File: config.mk
export PLATFORM = sky130hd
export DESIGN_NAME = mem_port_arbiter
export DESIGN_NICKNAME = d
export VERILOG_FILES = /design/src/rtl/mem_port_arbiter.sv
export SDC_FILE = /design/constraint.sdc
export NUM_CORES = 1
export LEC_CHECK = 0
export ABC_CLOCK_PERIOD_IN_PS = 1620
export BUFFER_PORTS_ARGS = -buffer_cell sky130_fd_sc_hd__buf_2
export CAP_MARGIN = 20
export CORE_AREA = 5 5 533 535
export DETAILED_ROUTE_END_ITERATION = 16
export DIE_AREA = 0 0 538 540
export HOLD_SLACK_MARGIN = 0.05
export PLACE_DENSITY_LB_ADDON = 0.3
export SYNTH_ARGS = -nofsm -noshare
export SYNTH_HDL_FRONTEND = slang
export SYNTH_SLANG_ARGS = --single-unit
File: constraint.sdc
create_clock -name clk -period 1.62 [get_ports clk]
set_input_delay 0.162 -clock clk [delete_from_list [all_inputs] [get_ports clk]]
set_output_delay 0.162 -clock clk [all_outputs]
set_load 0.005 [all_outputs]
File: src/rtl/mem_port_arbiter.sv
// Round-robin arbiter sharing one block-wide RAM port between the I-cache and D-cache.
// All RAM-side and requester-side outputs are registered; one transaction at a time.
module mem_port_arbiter #(
    parameter int ADDR_WIDTH   = 30,
    parameter int DATA_WIDTH   = 32,
    parameter int OFFSET_WIDTH = 3,
    parameter int BLOCK_WIDTH  = DATA_WIDTH << OFFSET_WIDTH
) (
    input  logic                   clk,
    input  logic                   rst,
    input  logic                   ic_en,
    input  logic                   ic_write,
    input  logic [ADDR_WIDTH-1:0]  ic_addr,
    input  logic [BLOCK_WIDTH-1:0] ic_wdata,
    output logic                   ic_ready,
    input  logic                   dc_en,
    input  logic                   dc_write,
    input  logic [ADDR_WIDTH-1:0]  dc_addr,
    input  logic [BLOCK_WIDTH-1:0] dc_wdata,
    output logic                   dc_ready,
    output logic [BLOCK_WIDTH-1:0] rdata,
    output logic                   ram_en,
    output logic                   ram_write,
    output logic [ADDR_WIDTH-1:0]  ram_addr,
    output logic [BLOCK_WIDTH-1:0] ram_wdata,
    input  logic                   ram_ready,
    input  logic [BLOCK_WIDTH-1:0] ram_rdata,
    output logic [1:0]             grant
);

    typedef enum logic [1:0] {
        S_IDLE    = 2'd0,
        S_BUSY    = 2'd1,
        S_RELEASE = 2'd2
    } state_t;

    state_t                 r_state;
    logic                   r_last_dc;
    logic                   r_ic_ready;
    logic                   r_dc_ready;
    logic [BLOCK_WIDTH-1:0] r_rdata;
    logic                   r_ram_en;
    logic                   r_ram_write;
    logic [ADDR_WIDTH-1:0]  r_ram_addr;
    logic [BLOCK_WIDTH-1:0] r_ram_wdata;
    logic [1:0]             r_grant;
    logic                   w_pick_dc;

    // On a tie the requester that was not served last wins.
    assign w_pick_dc = dc_en && (!ic_en || !r_last_dc);

    always_ff @(posedge clk or negedge rst) begin
        if (!rst) begin
            r_state     <= S_IDLE;
            r_last_dc   <= 1'b0;
            r_ic_ready  <= 1'b0;
            r_dc_ready  <= 1'b0;
            r_rdata     <= '0;
            r_ram_en    <= 1'b0;
            r_ram_write <= 1'b0;
            r_ram_addr  <= '0;
            r_ram_wdata <= '0;
            r_grant     <= 2'b00;
        end else begin
            case (r_state)
                S_IDLE: begin
                    if (ic_en || dc_en) begin
                        r_ram_en    <= 1'b1;
                        r_ram_write <= w_pick_dc ? dc_write : ic_write;
                        r_ram_addr  <= w_pick_dc ? dc_addr  : ic_addr;
                        r_ram_wdata <= w_pick_dc ? dc_wdata : ic_wdata;
                        r_grant     <= w_pick_dc ? 2'b10 : 2'b01;
                        r_state     <= S_BUSY;
                    end
                end
                S_BUSY: begin
                    if (ram_ready) begin
                        if (!r_ram_write) begin
                            r_rdata <= ram_rdata;
                        end
                        r_ram_en   <= 1'b0;
                        r_ic_ready <= r_grant[0];
                        r_dc_ready <= r_grant[1];
                        r_state    <= S_RELEASE;
                    end
                end
                S_RELEASE: begin
                    r_ic_ready <= 1'b0;
                    r_dc_ready <= 1'b0;
                    r_last_dc  <= r_grant[1];
                    r_grant    <= 2'b00;
                    r_state    <= S_IDLE;
                end
                default: begin
                    r_state <= S_IDLE;
                end
            endcase
        end
    end

    assign ic_ready  = r_ic_ready;
    assign dc_ready  = r_dc_ready;
    assign rdata     = r_rdata;
    assign ram_en    = r_ram_en;
    assign ram_write = r_ram_write;
    assign ram_addr  = r_ram_addr;
    assign ram_wdata = r_ram_wdata;
    assign grant     = r_grant;

endmodule

==> reports/metrics.cfg <==
[routing]
wl_per_cell_microns=24.5
drt_pre_antenna_iters=5
wirelength_mm=197
drt-initial-drc-count=1486
ant_nets=0
vias=27500
drcViolationCount=0
drt-vias-per-instance=3.41

[global_route]
use_met3_pct=6.18
grt_busiest_layer=met2
use_met2_pct=20.9
use_met1_pct=13.9
antenna_found_initial=66
grt_max_degree=71
grt_usage_pct=12.6
grt_first_pass_wirelength_mm=254
grt_pass1_vias=29600
globalRouteOverflowTotal=0

[clocking]
cts_tree=yes
numClockSinks=551
clock-root-buffer=clkbuf_16
htreeDepth=3
clk_transition_reported_paths_ns=0.06
clockBufferDepth=4
worstSkewPairLatency_ns=0.77
tritoncts.num_buffers=78

[timing]
whs_ns=0.160
setup_violations=551
max_slew_margin_pct=52.0
rsz0062_at_grt=true
finalMaxSlewViolations=0
setup_slack_ns=-0.410
tightest_slew_ns=0.702
finClkSkew_ns=0.0592
period_share_pct=125
hold_viol=0
min_period_ns=2.03
fmax_mhz=493

[critical_path]
arrival_ns=2.62
crit_slowest_cell=dfrtp_4
cp_max_fo=70
cpMostUsedCell=buf_12
crit_family=buffers and inverters
max_stage_delay_ns=0.48
endpoint_kind=register
cp-start-kind=register
crit_chain=buf_12 -> buf_12 -> buf_4 -> a2111oi_0 -> a2bb2oi_1
path_buf_inv=3
worst-setup-path-type=register to register
worstPathRequired_ns=2.21

[floorplan]
dieHeight_microns=540
num_io_pins=1383
dieArea_sq_mm=0.291
rows=194
initial_utilization_pct=8.57
die_x_microns=538
core_sq_mm=0.278

[logic_synthesis]
synth.distinct_cells=23
synth_top_area_share_pct=57.8
syn-num-nets=2751
yosysSeqAreaShare_pct=57.8
synth_area_leader_cell=dfrtp_1
synth-edff-count=0
yosys-top-cells-area=dfrtp_1, mux2_2, a2111oi_0, a2bb2oi_1, nand2_1
ys_ff_latch=551
avgSynthCellArea_sq_um=12.5
synth_ff_type=dfrtp_1
synthCells=1916
ys_warn_count=0
syn_area_sq_mm=0.0239
async_flop_share_pct=100

[pwr]
finalPower_mw=84.4
intPower_mw=50.6
comb_power_share_pct=48.9
leakagePower_nw=21.2
switching_share_pct=40.0
irDropWorstVdd_v=0.000860
pwr-share-clk_pct=20.4
switchingPower_mw=33.8
powerDensity_mw_per_mm2=1710
pwr-share-seq_pct=30.7

[placement]
dpl.hpwl_mm=158
gp_congestion=0.896
dp_cells=7035
io_buffers=1382

[layout]
final_cell_mix=buf_2, dlygate4sd3_1, dfrtp_1
stdcell_count=8071
fin_nets=5092
final_common_cell=buf_2
drive_gt1_share_pct=48.6
postLayoutCoreUtil_pct=17.7
syn_to_final_growth_pct=106

[min_path]
hold_class=input pin to register

[run_status]
violations=setup timing
status=finished, violations left

[job]
drv_cap=0

registers in the layout (all words and copies together), names as in the netlist:
register / count
ram_wdata: 256
rdata: 256
ram_addr: 30
grant: 2
r_state: 2
dc_ready: 1
ic_ready: 1
r_last_dc: 1
ram_en: 1
ram_write: 1
synthesized netlist by cell type, types with 3 or more instances:
cell type,n
buf_4,6
nor2_1,3
buf_2,52
mux2_2,257
dfrtp_1,551
nand2_1,293
clkbuf_1,161
a2111oi_0,287
a2bb2oi_1,287
o21ai_0,3
tightest hold or removal path: stages:
cell and delay, ns:
dlygate4sd3_1 0.52, buf_2 0.09, mux2_2 0.12
kinds of logic (layout without fill, tap and decap cells):
kind of cell           Yosys count  in the layout  synth area share, %
buffers and inverters          221           2611                 3.84
flip-flops                     551            551                 57.8
other                            0             41                    0
AND/OR/NAND/NOR                302            302                 4.86
AO/OA/AOI/OAI                  585            585                 21.4
multiplexers                   257            257                 12.1
per-layer routing:
metal	part of all wire [%]	wire length, microns	up-vias
met4	3.6	7130	26
li1	-	-	12200
met1	38	74500	13600
met5	0.082	161	-
met2	46	91400	1432
met3	12	24200	258
power groups by stage:
stage / registers, mW / logic (mW) / clock network, mW
6_report: 25.9 / 41.2 / 17.3
5_1_grt: 26.6 / 44.8 / 18.4
4_1_cts: 25.7 / 40.0 / 18.0
3_5_place_dp: 25.8 / 36.8 / 0
3_3_place_gp: 25.8 / 36.8 / 0
2_1_floorplan: 25.0 / 13.6 / 0
stage by stage:
stage	instance area (sq um)	setup TNS [ns]	setup slack, ns
6_report	49200	-145.08	-0.410
5_1_grt	49200	-187.01	-0.422
4_1_cts	48100	-160.22	-0.389
3_5_place_dp	36800	-128.08	-0.626
3_3_place_gp	36800	-126.31	-0.614
2_1_floorplan	23900	-2.97	-0.0242
layout make-up:
class / count / area [sq um]
fill: 30900 / 229000
timing repair buffer: 2481 / 18400
sequential: 551 / 13800
multi-input combinational: 1144 / 9760
tap: 3724 / 4660
clock buffer: 115 / 2280
clock inverter: 14 / 221
antenna: 41 / 103
inverter: 1 / 3.75
worst paths after layout:
check | start | end | slack (ns) | depth (start not counted)
max | r_state[1] | ram_wdata[106] | -0.41 | 5
max in group asynchronous | rst | ram_wdata[108] | 0.23 | 5
max reg2reg | r_state[1] | ram_wdata[106] | -0.41 | 5
min reg2reg | ram_en | ram_en | 0.48 | 2
min | ram_rdata[245] | rdata[245] | 0.16 | 3
min in group asynchronous | rst | rdata[10] | 0.61 | 4
timing repair:
item                                    CTS  global route
setup buffers                             8             4
gates cloned                              5            15
setup endpoints to repair               653           635
resized for setup                        33           152
endpoints found under the hold margin  1100             0
hold buffers                            834             0
pin swaps                                 1             1
Power figures use the tool's default switching activity.
